File: src/rtl/fetch_queue_if.sv
// fetch_queue_if: instruction-memory read port and datapath delivery port of the fetch stage.
// master = fetch stage side, slave = memory/datapath side.
interface fetch_queue_if;
  logic        imem_req_o;
  logic [31:0] imem_addr_o;
  logic        imem_valid_i;
  logic [31:0] imem_instr_i;
  logic        inst_valid_o;
  logic        inst_ready_i;
  logic [31:0] inst_o;
  logic [31:0] inst_pc_o;
  logic [31:0] inst_pc4_o;

  modport master (
    output imem_req_o, imem_addr_o,
    input  imem_valid_i, imem_instr_i,
    output inst_valid_o, inst_o, inst_pc_o, inst_pc4_o,
    input  inst_ready_i
  );

  modport slave (
    input  imem_req_o, imem_addr_o,
    output imem_valid_i, imem_instr_i,
    input  inst_valid_o, inst_o, inst_pc_o, inst_pc4_o,
    output inst_ready_i
  );
endinterface

File: src/rtl/fetch_queue.sv
// fetch_queue: owns fetch PC, one outstanding imem read, DEPTH-entry PC-tagged FIFO; 1-cycle mem -> inst_valid_o 2 cycles after request.
// Backpressure: stops requesting while count+push would reach DEPTH. FETCH_ALIGN_CHECK_EN: misaligned redirect -> sticky err_o + HALT.
module fetch_queue #(
  parameter int          DEPTH    = 4,
  parameter logic [31:0] RESET_PC = 32'h0000_0000
) (
  input  logic          clk_i,
  input  logic          rst_i,
  input  logic          start_i,
  input  logic          redirect_i,
  input  logic [31:0]   redirect_pc_i,
  fetch_queue_if.master fq,
  output logic          err_o
);
  localparam int AW = $clog2(DEPTH);
  localparam int CW = AW + 1;

  typedef enum logic [1:0] {IDLE, RUN, WAIT, HALT} state_e;

  typedef struct packed {
    logic [31:0] instr;
    logic [31:0] pc;
  } entry_t;

  state_e        state_q, state_d;
  logic [31:0]   fetch_pc_q, fetch_pc_d;
  logic [31:0]   req_pc_q, req_pc_d;
  logic [AW-1:0] wr_ptr_q, wr_ptr_d;
  logic [AW-1:0] rd_ptr_q, rd_ptr_d;
  logic [CW-1:0] count_q, count_d;
  logic          discard_q, discard_d;
  logic          err_q, err_d;
  entry_t        fifo_q [DEPTH];
  entry_t        fifo_d [DEPTH];

  logic [31:0]   tgt_pc;
  logic          tgt_bad;
  logic          redirect;
  logic          resp;
  logic          push;
  logic          pop;
  logic          can_issue;
  logic          req;
  logic          inst_vld;
  entry_t        head;

`ifdef FETCH_ALIGN_CHECK_EN
  assign tgt_pc  = redirect_pc_i;
  assign tgt_bad = |redirect_pc_i[1:0];
`else
  logic [1:0] unused_pc_lsbs;
  assign unused_pc_lsbs = redirect_pc_i[1:0];
  assign tgt_pc  = {redirect_pc_i[31:2], 2'b00};
  assign tgt_bad = 1'b0;
`endif

  assign redirect  = redirect_i && (state_q != HALT);
  assign resp      = fq.imem_valid_i && (state_q == WAIT);
  assign push      = resp && !discard_q && !redirect;
  assign inst_vld  = (count_q != '0) && (state_q != HALT);
  assign pop       = inst_vld && fq.inst_ready_i;
  // A same-cycle pop does not free a slot for this cycle's issue decision.
  assign can_issue = (count_q + CW'(push)) < CW'(DEPTH);

  always_comb begin
    state_d    = state_q;
    fetch_pc_d = fetch_pc_q;
    req_pc_d   = req_pc_q;
    wr_ptr_d   = wr_ptr_q;
    rd_ptr_d   = rd_ptr_q;
    count_d    = count_q;
    discard_d  = discard_q;
    err_d      = err_q;
    fifo_d     = fifo_q;
    req        = 1'b0;

    if (redirect) begin
      count_d    = '0;
      wr_ptr_d   = '0;
      rd_ptr_d   = '0;
      fetch_pc_d = tgt_pc;
      if (state_q == WAIT) begin
        // Read still in flight: its response must be dropped when it lands.
        discard_d = !fq.imem_valid_i;
        state_d   = fq.imem_valid_i ? RUN : WAIT;
      end
      if (tgt_bad) begin
        err_d   = 1'b1;
        state_d = HALT;
      end
    end else begin
      if (resp) begin
        discard_d = 1'b0;
      end
      if (push) begin
        fifo_d[wr_ptr_q] = '{instr: fq.imem_instr_i, pc: req_pc_q};
        wr_ptr_d         = wr_ptr_q + AW'(1);
      end
      if (pop) begin
        rd_ptr_d = rd_ptr_q + AW'(1);
      end
      count_d = count_q + CW'(push) - CW'(pop);

      unique case (state_q)
        IDLE: if (start_i) state_d = RUN;
        RUN, WAIT: begin
          if ((state_q == RUN) || resp) begin
            if (can_issue) begin
              req        = 1'b1;
              req_pc_d   = fetch_pc_q;
              fetch_pc_d = fetch_pc_q + 32'd4;
              state_d    = WAIT;
            end else begin
              state_d = RUN;
            end
          end
        end
        default: ;
      endcase
    end
  end

  always_ff @(posedge clk_i or negedge rst_i) begin
    if (!rst_i) begin
      state_q    <= IDLE;
      fetch_pc_q <= RESET_PC;
      req_pc_q   <= RESET_PC;
      wr_ptr_q   <= '0;
      rd_ptr_q   <= '0;
      count_q    <= '0;
      discard_q  <= 1'b0;
      err_q      <= 1'b0;
      for (int i = 0; i < DEPTH; i++) begin
        fifo_q[i] <= '0;
      end
    end else begin
      state_q    <= state_d;
      fetch_pc_q <= fetch_pc_d;
      req_pc_q   <= req_pc_d;
      wr_ptr_q   <= wr_ptr_d;
      rd_ptr_q   <= rd_ptr_d;
      count_q    <= count_d;
      discard_q  <= discard_d;
      err_q      <= err_d;
      fifo_q     <= fifo_d;
    end
  end

  assign head            = fifo_q[rd_ptr_q];
  assign fq.imem_req_o   = req;
  assign fq.imem_addr_o  = fetch_pc_q;
  assign fq.inst_valid_o = inst_vld;
  assign fq.inst_o       = inst_vld ? head.instr : 32'd0;
  assign fq.inst_pc_o    = inst_vld ? head.pc : 32'd0;
  assign fq.inst_pc4_o   = fq.inst_pc_o + 32'd4;
  assign err_o           = err_q;
endmodule

File: src/flat_wrapper.sv
// flat-port wrapper written by rule: the top's interface ports become plain ports
module fetch_queue_flat 
#(
  parameter int          DEPTH    = 4,
  parameter logic [31:0] RESET_PC = 32'h0000_0000
)
  (clk_i, rst_i, start_i, redirect_i, redirect_pc_i, err_o, fq_imem_req_o, fq_imem_addr_o, fq_imem_valid_i, fq_imem_instr_i, fq_inst_valid_o, fq_inst_o, fq_inst_pc_o, fq_inst_pc4_o, fq_inst_ready_i);
  fetch_queue_if fq_i ();
  input  logic clk_i;
  input  logic rst_i;
  input  logic start_i;
  input  logic redirect_i;
  input  logic [31:0] redirect_pc_i;
  output logic err_o;
  output wire logic [$bits(fq_i.imem_req_o)-1:0] fq_imem_req_o;
  output wire logic [$bits(fq_i.imem_addr_o)-1:0] fq_imem_addr_o;
  input wire logic [$bits(fq_i.imem_valid_i)-1:0] fq_imem_valid_i;
  input wire logic [$bits(fq_i.imem_instr_i)-1:0] fq_imem_instr_i;
  output wire logic [$bits(fq_i.inst_valid_o)-1:0] fq_inst_valid_o;
  output wire logic [$bits(fq_i.inst_o)-1:0] fq_inst_o;
  output wire logic [$bits(fq_i.inst_pc_o)-1:0] fq_inst_pc_o;
  output wire logic [$bits(fq_i.inst_pc4_o)-1:0] fq_inst_pc4_o;
  input wire logic [$bits(fq_i.inst_ready_i)-1:0] fq_inst_ready_i;
  assign fq_imem_req_o = fq_i.imem_req_o;
  assign fq_imem_addr_o = fq_i.imem_addr_o;
  assign fq_i.imem_valid_i = fq_imem_valid_i;
  assign fq_i.imem_instr_i = fq_imem_instr_i;
  assign fq_inst_valid_o = fq_i.inst_valid_o;
  assign fq_inst_o = fq_i.inst_o;
  assign fq_inst_pc_o = fq_i.inst_pc_o;
  assign fq_inst_pc4_o = fq_i.inst_pc4_o;
  assign fq_i.inst_ready_i = fq_inst_ready_i;
  fetch_queue #(.DEPTH(DEPTH), .RESET_PC(RESET_PC)) u_core (.clk_i(clk_i), .rst_i(rst_i), .start_i(start_i), .redirect_i(redirect_i), .redirect_pc_i(redirect_pc_i), .fq(fq_i), .err_o(err_o));
endmodule
File: config.mk
export PLATFORM = sky130hd
export DESIGN_NAME = fetch_queue_flat
export DESIGN_NICKNAME = d
export VERILOG_FILES = /design/src/rtl/fetch_queue_if.sv /design/src/rtl/fetch_queue.sv /design/src/flat_wrapper.sv
export SDC_FILE = /design/constraint.sdc
export NUM_CORES = 1
export LEC_CHECK = 0
export CORE_MARGIN = 2
export CORE_UTILIZATION = 30
export CTS_BUF_LIST = sky130_fd_sc_hd__clkbuf_4 sky130_fd_sc_hd__clkbuf_8
export DETAILED_ROUTE_END_ITERATION = 8
export RECOVER_POWER = 100
export SYNTH_ARGS = -nofsm -noshare
export SYNTH_HDL_FRONTEND = slang
export SYNTH_SLANG_ARGS = --single-unit
File: constraint.sdc
create_clock -name clk_i -period 4.2 [get_ports clk_i]
set_clock_uncertainty 0.05 [all_clocks]
set_input_delay 0.63 -clock clk_i [delete_from_list [all_inputs] [get_ports clk_i]]
set_output_delay 0.63 -clock clk_i [all_outputs]
set_load 0.005 [all_outputs]
After elaboration in Yosys (flattened, before gate mapping)
Cells that the tools add are included.

cells by class
  bitwise operators = 3
  add/subtract/negate cells = 6
  muxes and demuxes = 31
  eq/ne operators = 6
  reduce and logical (&&, ||, !) cells = 26
  magnitude comparators = 4

operators by type and width
  kind                                                         number
  bitwise mux 256 bit                                          1
  two-way mux 32 bit                                           6
  two-way mux 64 bit                                           3
  binary-select mux 64 bit (select 2 bit)                      1
  demux 64 bit (select 2 bit)                                  1
  adder 32 x 3 -> 32 bit (second input constant)               2
  two-way mux 2 bit                                            10
  nonzero test 2 bit                                           6
  AND reduction 4 bit                                          2
  logical AND 1 bit                                            7
  two-way mux 1 bit                                            7
  >= comparator 3 bit (second input constant)                  2
  NOT 2 -> 3 bit                                               2
  nonzero test 3 bit                                           2
  adder 2 x 1 -> 2 bit (second input constant)                 2
  inequality test 2 bit (second input constant)                2
  one-hot mux 2 bit (2 select lines)                           1
  AND reduction 2 bit                                          2
  adder 3 x 1 -> 3 bit                                         1
  logical NOT 1 bit                                            3
  less-than comparator 3 x 1 -> 1 bit (second input constant)  1
  less-than comparator 3 bit (second input constant)           1
  two-way mux 3 bit                                            1
  inequality test 3 x 1 -> 1 bit (second input constant)       1
  other kinds (9)                                              9

word-level totals
  flip-flop bits (word level) = 330
  input bits = 70
  output and inout port bits = 131

Logic depth before layout (Yosys ltp)
Gate-level depths: netlist of the first run.

  depth in word-level cells = 10
  depth in mapped cells = 14

Worst setup path after synthesis of the first run
OpenSTA, ideal clock, no wires.

  kind = reg-to-output
  start point = reg u_core.state_q[0]
  end point = out fq_inst_pc4_o[28]
  setup slack = 592 ps
  cell stages (with the launch flop) = 14
  path buffers = 3
  data arrival time = 2928 ps
  cells stage by stage = dfrtp_1 -> ha_1 -> inv_2 -> clkbuf_1 -> clkbuf_1 -> clkbuf_1 -> and3_1 -> ha_1 -> nand2_1 -> o22ai_1 -> nor4b_4 -> and4b_1 -> nand4_1 -> xnor2_1

between the ends
  longest elaborated chain between the ends = 4

RTL lines
  what                       RTL line            source
  start, declared            fetch_queue.sv:25   state_e state_q, state_d;
  start signal, assigned     fetch_queue.sv:137  state_q <= state_d;
  inequality test 2 bit      fetch_queue.sv:60   assign inst_vld = (count_q != '0) && (state_q != HALT);
  logical AND 1 bit          fetch_queue.sv:60
  two-way mux 32 bit         fetch_queue.sv:154  assign fq.inst_pc_o = inst_vld ? head.pc : 32'd0;
  named net fq_inst_pc_o[3]  flat_wrapper.sv:21  output wire logic [$bits(fq_i.inst_pc_o)-1:0] fq_inst_pc_o;
  adder 32 x 3 -> 32 bit     fetch_queue.sv:155  assign fq.inst_pc4_o = fq.inst_pc_o + 32'd4;
  end, declared              flat_wrapper.sv:22  output wire logic [$bits(fq_i.inst_pc4_o)-1:0] fq_inst_pc4_o;

The timed path passes the listed nets, and every way through them passes these cells.

Final worst setup path of the first run
  start point = reg u_core.rd_ptr_q[0]
  end point = out fq_inst_pc4_o[27]

between the ends
  longest elaborated chain between the ends = 6

RTL lines
  what                                                   RTL line            source
  start, declared                                        fetch_queue.sv:29   logic [AW-1:0] rd_ptr_q, rd_ptr_d;
  start signal, assigned                                 fetch_queue.sv:141  rd_ptr_q <= rd_ptr_d;
  NOT 2 -> 3 bit (implied by the code)                   fetch_queue.sv:149  assign head = fifo_q[rd_ptr_q];
  binary-select mux 64 bit (select 2 bit)                fetch_queue.sv:149
  two-way mux 64 bit (implied by the code) (2 in a row)  fetch_queue.sv:149
  two-way mux 32 bit                                     fetch_queue.sv:154
  adder 32 x 3 -> 32 bit                                 fetch_queue.sv:155

Every way passes these cells. The select of a mux whose other input is x is not followed.

==> results.cfg, run 1 <==
[place]
post-dp-hpwl_um = 26100
input_output_buffers = 191
place.detailed.instances = 1976
gp_routability_congestion = 0.790
placement.setup.worst_slack_ns = 0.154

[power]
power_leakage_nw = 9.06
finalPower_mw = 12.1
maximum_vdd_drop_mv = 0.251
power-per-cell-area_mw_per_mm2 = 632

[setup_path]
r2r-start = u_core.state_q[0]
worstPathRequired_ns = 3.52
critical_path.max_fanout = 7
endpoint_kind = output pin
reg2reg_setup_slack_ns = 0.48
crit_path_start_kind = flop
cell_count_of_the_worst_reg_to_reg_path = 8
critical_path_class = flop to output pin
critPathArrivalTime_ns = 3.41
worstReg2RegEnd = u_core.fifo_q[102]

[die]
io-pin-count = 201
core_mm2 = 0.0501
floorplan.die.width_um = 229
fp.dieArea_mm2 = 0.0523
die-height_um = 229
floorplan.rows = 82
start_util_pct = 30.3

[drt]
drtAntennaViolNets = 0
vias = 10000
drc_errors = 0
detailedRoute.firstPassIterationCount = 4
detail_route.iter0.violations = 399
total_length_of_routed_wires_um = 39600
vias_per_cell = 4.80
routed_wire_length_per_instance_um = 19.0

[clock_tree]
tritoncts_clock_tree = built
cts-root-buf = sky130_fd_sc_hd__clkbuf_8
cts.path.max_buffers = 3
clk_latency_ns = 0.63
clock_buffers_created_by_tritoncts = 53
clkSinkCount = 318
htreeDepth = 2
cts.clk_slew.worst_paths_ns = 0.06

[layout]
layout.filler_cells = 4903
final_cell_mix = sky130_fd_sc_hd__dfrtp_1 (316), sky130_fd_sc_hd__mux2_2 (249), sky130_fd_sc_hd__nand2_1 (153)
layout.cells.most_common = sky130_fd_sc_hd__dfrtp_1
layout-area-overhead-vs-synth_pct = 26.7
layout-drive-gt1-share_pct = 33.9
post_layout_nonfiller_instances = 2087
final_core_utilization_pct = 38.4
design.final.nets = 1459

[timing]
fin_crit_sh_pct = 97.4
worst_slack_ns = 0.108
worst_pin_slew_ns = 3.23
final.setup.tns_ns = 0
finalSetupViolCount = 0
final_period_minus_worst_setup_slack_ns = 4.09
slew_headroom_pct = -115
timing.fmax_mhz = 244
final-hold-violation-count = 0
report.final.slew_viol_count = 184
grt_setup_unrepaired = yes

[hold_path]
timing.hold.worst.class = flop to flop
hp-start = u_core.fifo_q[116]
timing.hold.worst_path_depth = 1
worstHoldEndpoint = u_core.fifo_q[116]

[synth]
post_syn_instances = 1156
post_synth_instance_area_mm2 = 0.0152
synth-seq-cells = 318
post_synth.cell_area_avg_um2 = 13.1
synth-edff-count = 0
synth_cell_type_count = 42
ys_dominant_reg_cell = sky130_fd_sc_hd__dfrtp_1
async_reset_ff_share_pct = 100
ys_seq_area_share_pct = 52.5
synth_warnings = 0

[grt]
grt_max_degree = 123
global_route_wire_length_before_repair_um = 62700
antenna_found_initial = 2
total_global_route_track_usage_pct = 15.3
gr-total-overflow = 0
first_global_vias = 10700

[run]
maxCapViolCount = 2

[run_status]
outcome = finished with violations
violations = capacitance limit, slew limit
[layout make-up]
type	instances	area, um^2	area share, %
diodes	1	2.50	0.0130
flip-flops and latches	318	7960	41.5
clock inverters	5	46.3	0.241
clock buffers	89	1080	5.63
inverters	20	75.1	0.391
well taps	672	841	4.38
multi-input cells	746	6850	35.7
repair buffers	236	2350	12.2
[Yosys cell counts (2+ instances only)]
cell / instances / share of area [%]
sky130_fd_sc_hd__nand2_1: 155 / 3.8
sky130_fd_sc_hd__nand4_1: 16 / 0.66
sky130_fd_sc_hd__nor3_1: 3 / 0.099
sky130_fd_sc_hd__ha_1: 14 / 1.2
sky130_fd_sc_hd__nor2b_1: 2 / 0.083
sky130_fd_sc_hd__mux2i_1: 5 / 0.33
sky130_fd_sc_hd__nand3_1: 21 / 0.69
sky130_fd_sc_hd__inv_2: 2 / 0.050
sky130_fd_sc_hd__buf_1: 2 / 0.050
sky130_fd_sc_hd__nor2_1: 12 / 0.30
sky130_fd_sc_hd__clkbuf_1: 57 / 1.4
sky130_fd_sc_hd__mux4_2: 55 / 8.2
sky130_fd_sc_hd__xnor2_1: 28 / 1.6
sky130_fd_sc_hd__xor2_1: 34 / 2.0
sky130_fd_sc_hd__and4_1: 8 / 0.46
sky130_fd_sc_hd__nor3_2: 4 / 0.26
sky130_fd_sc_hd__mux2_2: 249 / 18
sky130_fd_sc_hd__and2_1: 5 / 0.21
sky130_fd_sc_hd__nand4_2: 2 / 0.17
sky130_fd_sc_hd__buf_2: 7 / 0.23
sky130_fd_sc_hd__o21ai_1: 17 / 0.56
sky130_fd_sc_hd__nor4_1: 2 / 0.083
sky130_fd_sc_hd__and3_1: 70 / 2.9
sky130_fd_sc_hd__o21ai_0: 16 / 0.53
sky130_fd_sc_hd__buf_12: 2 / 0.26
sky130_fd_sc_hd__dfrtp_1: 318 / 52
sky130_fd_sc_hd__buf_4: 9 / 0.45
sky130_fd_sc_hd__nand2b_1: 2 / 0.083
sky130_fd_sc_hd__inv_1: 18 / 0.45
sky130_fd_sc_hd__a21oi_1: 4 / 0.13
sky130_fd_sc_hd__mux4_1: 6 / 1.0
[worst max path at each step]
stage                       startpoint                end  depth (start not counted)
finish              u_core.rd_ptr_q[0]  fq_inst_pc4_o[27]                          8
global route        u_core.rd_ptr_q[0]  fq_inst_pc4_o[29]                          8
CTS                 u_core.rd_ptr_q[0]  fq_inst_pc4_o[30]                         11
detailed placement   u_core.state_q[0]  fq_inst_pc4_o[30]                         14
global placement     u_core.state_q[0]  fq_inst_pc4_o[30]                         14
floorplan            u_core.state_q[0]  fq_inst_pc4_o[28]                         13
[flip-flops by register name, indices dropped and copies added (netlist names)]
register               cells
u_core.fifo_q            248
u_core.fq.imem_addr_o     30
u_core.req_pc_q           30
u_core.count_q             3
u_core.rd_ptr_q            2
u_core.state_q             2
u_core.wr_ptr_q            2
u_core.discard_q           1
[repair_timing]
| action | CTS | global route |
|---|---|---|
| setup endpoints to repair | 22 | 14 |
| cloned | 3 | 0 |
| hold buffers | 0 | 0 |
| endpoints found under the hold margin | 0 | 0 |
| setup buffers | 8 | 5 |
| pin swaps | 2 | 10 |
| gates resized for setup | 39 | 22 |
[per-layer routing]
metal	wire (um)	up-vias	share of wire [%]	global-route usage [%]
li1	-	4559	-	-
met1	18600	5127	47	21.2
met2	17700	246	45	23.7
met3	2040	73	5.2	3.18
met4	1200	4	3.0	5.66
met5	18	-	0.045	0
[kinds of logic (layout without fill, tap and decap cells)]
| kind of cell | after synthesis | after routing | synth area share [%] |
|---|---|---|---|
| flops | 318 | 318 | 52.5 |
| simple gates | 309 | 309 | 10.4 |
| fa+ha+maj | 14 | 14 | 1.16 |
| other cells | 1 | 8 | 0.0247 |
| mux | 315 | 315 | 28.0 |
| compound gates | 39 | 39 | 1.32 |
| xor+xnor | 62 | 62 | 3.58 |
| buf+inv | 98 | 350 | 2.97 |
[worst max-delay path, stage by stage, from the launching register on]
cell and delay, ns:
sky130_fd_sc_hd__dfrtp_4 0.52, sky130_fd_sc_hd__buf_4 0.16, sky130_fd_sc_hd__mux4_2 0.55, sky130_fd_sc_hd__and3_2 0.31, sky130_fd_sc_hd__and4_2 0.25, sky130_fd_sc_hd__and3_2 0.27
sky130_fd_sc_hd__nand3_1 0.09, sky130_fd_sc_hd__xnor2_1 0.13, sky130_fd_sc_hd__clkdlybuf4s50_1 0.52
[metrics by stage]
step | hold slack [ns] | cell area [um^2]
global placement | 0.429 | 17900
floorplan | 0.284 | 15200
finish | 0.447 | 19200
global route | 0.448 | 19200
detailed placement | 0.437 | 17900
CTS | 0.0505 | 19200
[where the power goes]
part | total, mW | switching [mW] | internal [mW] | leakage [nW]
combinational | 4.51 | 2.00 | 2.52 | 4.24
sequential | 4.76 | 0.764 | 4.00 | 4.21
clock | 2.87 | 1.25 | 1.62 | 0.606
Note: power is estimated with default switching activity, not from simulation.
==> run 2: changes to the inputs <==
- CTS_BUF_LIST: sky130_fd_sc_hd__clkbuf_4 sky130_fd_sc_hd__clkbuf_8 -> not set
- RECOVER_POWER: 100 -> 50
- SETUP_SLACK_MARGIN: not set -> 0.02
==> run 2 against run 1 <==
  * The run still ends with capacitance limit, slew limit left
  * Die area stayed put
  * Combinational power is 0.9% lower
  * Utilization hardly changed
  * Critical path type unchanged
  * Global-route usage is 0.24 points lower
  * Cell count is 1.7% lower
  * Cell area hardly changed
  * Clock-buffer cell count is 41 lower
  * Non-clock buffer count is 4 lower
  * Flip-flop and latch count stayed put
  * First-iteration DRC count is 10% higher
  * Worst setup slack better by 0.0081 ns
==> results.cfg, run 2 (same netlist as run 1, synthesis figures left out) <==
[setup_path]
critical-path-top-delay-family = simple AND/OR/NAND/NOR gates
worst_path_bufs_invs = 2
crit_chain = buf_4, mux4_1, and3_2, and4_2, and3_1, nand3_1, xnor2_1, clkdlybuf4s50_1
cell_count_of_the_worst_reg_to_reg_path = 13
critical-path-slowest-cell = sky130_fd_sc_hd__mux4_1
max_incr_delay_on_cp_ns = 0.63
endpoint_kind = output pin
worst-path-stages = 8
critPathArrivalTime_ns = 3.40
critical_path.max_fanout = 6
worstPathRequired_ns = 3.52
crit_path_start_kind = flop
critical_path_class = flop to output pin

[grt]
total_global_route_track_usage_pct = 15.1
first_global_vias = 10600
global_route_wire_length_before_repair_um = 62000
grt_max_degree = 123
antenna_found_initial = 2
gr-total-overflow = 0

[drt]
detailedRoute.firstPassIterationCount = 4
detail_route.iter0.violations = 439
drc_errors = 0
vias = 9932
drtAntennaViolNets = 0
total_length_of_routed_wires_um = 39200
vias_per_cell = 4.84
routed_wire_length_per_instance_um = 19.1

[layout]
post_layout_nonfiller_instances = 2051
layout-area-overhead-vs-synth_pct = 26.7
design.final.nets = 1439
multi_input_comb_area_mm2 = 0.00684
layout.cells.most_common = sky130_fd_sc_hd__dfrtp_1
largest_register_ffs = 248
seqCellArea_mm2 = 0.00796
final_cell_mix = sky130_fd_sc_hd__dfrtp_1 (316), sky130_fd_sc_hd__mux2_2 (249), sky130_fd_sc_hd__nand2_1 (152)
layout-drive-gt1-share_pct = 31.0
layout.filler_cells = 4893
max_flop_register = u_core.fifo_q

[power]
maximum_vdd_drop_mv = 0.272
power-per-cell-area_mw_per_mm2 = 641
power_leakage_nw = 9.04

[die]
start_util_pct = 30.3
fp.dieArea_mm2 = 0.0523
die-height_um = 229
io-pin-count = 201
floorplan.rows = 82
core_mm2 = 0.0501
floorplan.die.width_um = 229

[clock_tree]
clock_buffers_created_by_tritoncts = 37
clk_latency_ns = 0.53
tritoncts_clock_tree = built
cts.clk_slew.worst_paths_ns = 0.06
clkSinkCount = 318
cts-root-buf = sky130_fd_sc_hd__clkbuf_16
cts.path.max_buffers = 3
post_cts_hold_buffer_count = 0
htreeDepth = 2

[timing]
fin_crit_sh_pct = 97.2
finalSetupViolCount = 0
report.final.slew_viol_count = 143
grt_setup_unrepaired = yes
final_period_minus_worst_setup_slack_ns = 4.08
final.setup.tns_ns = 0
worst_pin_slew_ns = 2.59
slew_headroom_pct = -72.4
final-hold-violation-count = 0
worst_slack_ns = 0.116
timing.fmax_mhz = 245

[place]
input_output_buffers = 191
post-dp-hpwl_um = 26100
placement.setup.worst_slack_ns = 0.154
place.detailed.instances = 1976
gp_routability_congestion = 0.790

[run]
maxCapViolCount = 2

[hold_path]
timing.hold.worst.class = input port to async pin

[run_status]
violations = capacitance limit, slew limit
outcome = finished with violations
==> run 2: cell count changes in the layout (fill, tap and decap cells not counted), sizes merged <==
| cell | delta |
|---|---|
| clkbuf | -48 |
| buf | +2 |
| clkinvlp | +2 |
| dlymetal6s2s | +2 |
| clkdlybuf4s50 | +3 |
| clkinv | +6 |
| bufinv | +1 |
| bufbuf | -1 |
| dlygate4sd3 | -1 |
| dlygate4sd2 | -2 |
==> run 2: metal layers <==
| layer | up-vias | share of wire (%) | GRT usage, % |
|---|---|---|---|
| li1 | 4524 | - | - |
| met1 | 5068 | 47 | 21.3 |
| met2 | 263 | 45 | 23.6 |
| met3 | 73 | 4.8 | 2.83 |
| met4 | 4 | 2.7 | 4.42 |
| met5 | - | 0.066 | 0 |
==> run 2: report_power, final <==
part           switching, mW  total, mW  internal, mW  leakage, nW
combinational           1.99       4.47          2.48         4.25
sequential             0.759       4.76          4.00         4.21
clock                   1.27       3.08          1.81        0.576
==> run 2: through the flow <==
step | utilization [%] | cell area, um^2 | power (mW) | hold WS (ns)
6_report | 38.3 | 19200 | 12.3 | 0.103
5_1_grt | 38.3 | 19200 | 13.1 | 0.196
4_1_cts | 38.4 | 19200 | 12.5 | 0.186
3_5_place_dp | 35.7 | 17900 | 9.29 | 0.437
3_3_place_gp | 35.7 | 17900 | 9.15 | 0.429
2_1_floorplan | - | 15200 | 7.17 | 0.284
==> run 2: final cells by class <==
cell class                 instances  area share, %
clock inverter                    14          0.697
inverter                          20          0.391
clock buffer                      48           5.40
timing repair buffer             232           12.0
multi-input combinational        746           35.6
tap                              672           4.38
sequential                       318           41.5
antenna                            1         0.0130
==> run 2: final timing paths <==
| check | start | end | slack [ns] |
|---|---|---|---|
| max in group asynchronous | rst_i | u_core.fq.imem_addr_o[16] | 0.95 |
| min in group clk_i | u_core.fifo_q[116] | u_core.fifo_q[116] | 0.45 |
| setup reg to reg | u_core.state_q[0] | u_core.fq.imem_addr_o[27] | 0.90 |
| hold reg to reg | u_core.fifo_q[116] | u_core.fifo_q[116] | 0.45 |
| setup / recovery | u_core.rd_ptr_q[0] | fq_inst_pc4_o[27] | 0.12 |
| hold / removal | rst_i | u_core.fifo_q[226] | 0.10 |
==> run 2: worst register-to-register path, cell delays in order, from the launching register on <==
cell and delay (ns):
sky130_fd_sc_hd__dfrtp_1 0.41, sky130_fd_sc_hd__inv_1 0.11, sky130_fd_sc_hd__ha_1 0.23, sky130_fd_sc_hd__nand2_1 0.10, sky130_fd_sc_hd__nor3_1 0.25, sky130_fd_sc_hd__ha_1 0.21, sky130_fd_sc_hd__ha_1 0.15, sky130_fd_sc_hd__xor2_1 0.14
sky130_fd_sc_hd__nor3_2 0.26, sky130_fd_sc_hd__buf_4 0.19, sky130_fd_sc_hd__and4_1 0.58, sky130_fd_sc_hd__nand3_1 0.19, sky130_fd_sc_hd__xor2_1 0.21, sky130_fd_sc_hd__o21ai_1 0.08
==> run 2: repair_timing <==
action                     4_1_cts  5_1_grt
setup endpoints to repair       22       14
pin swaps                        2        1
gates cloned                     2        0
buffers inserted                 7        3
resized for setup               23       15
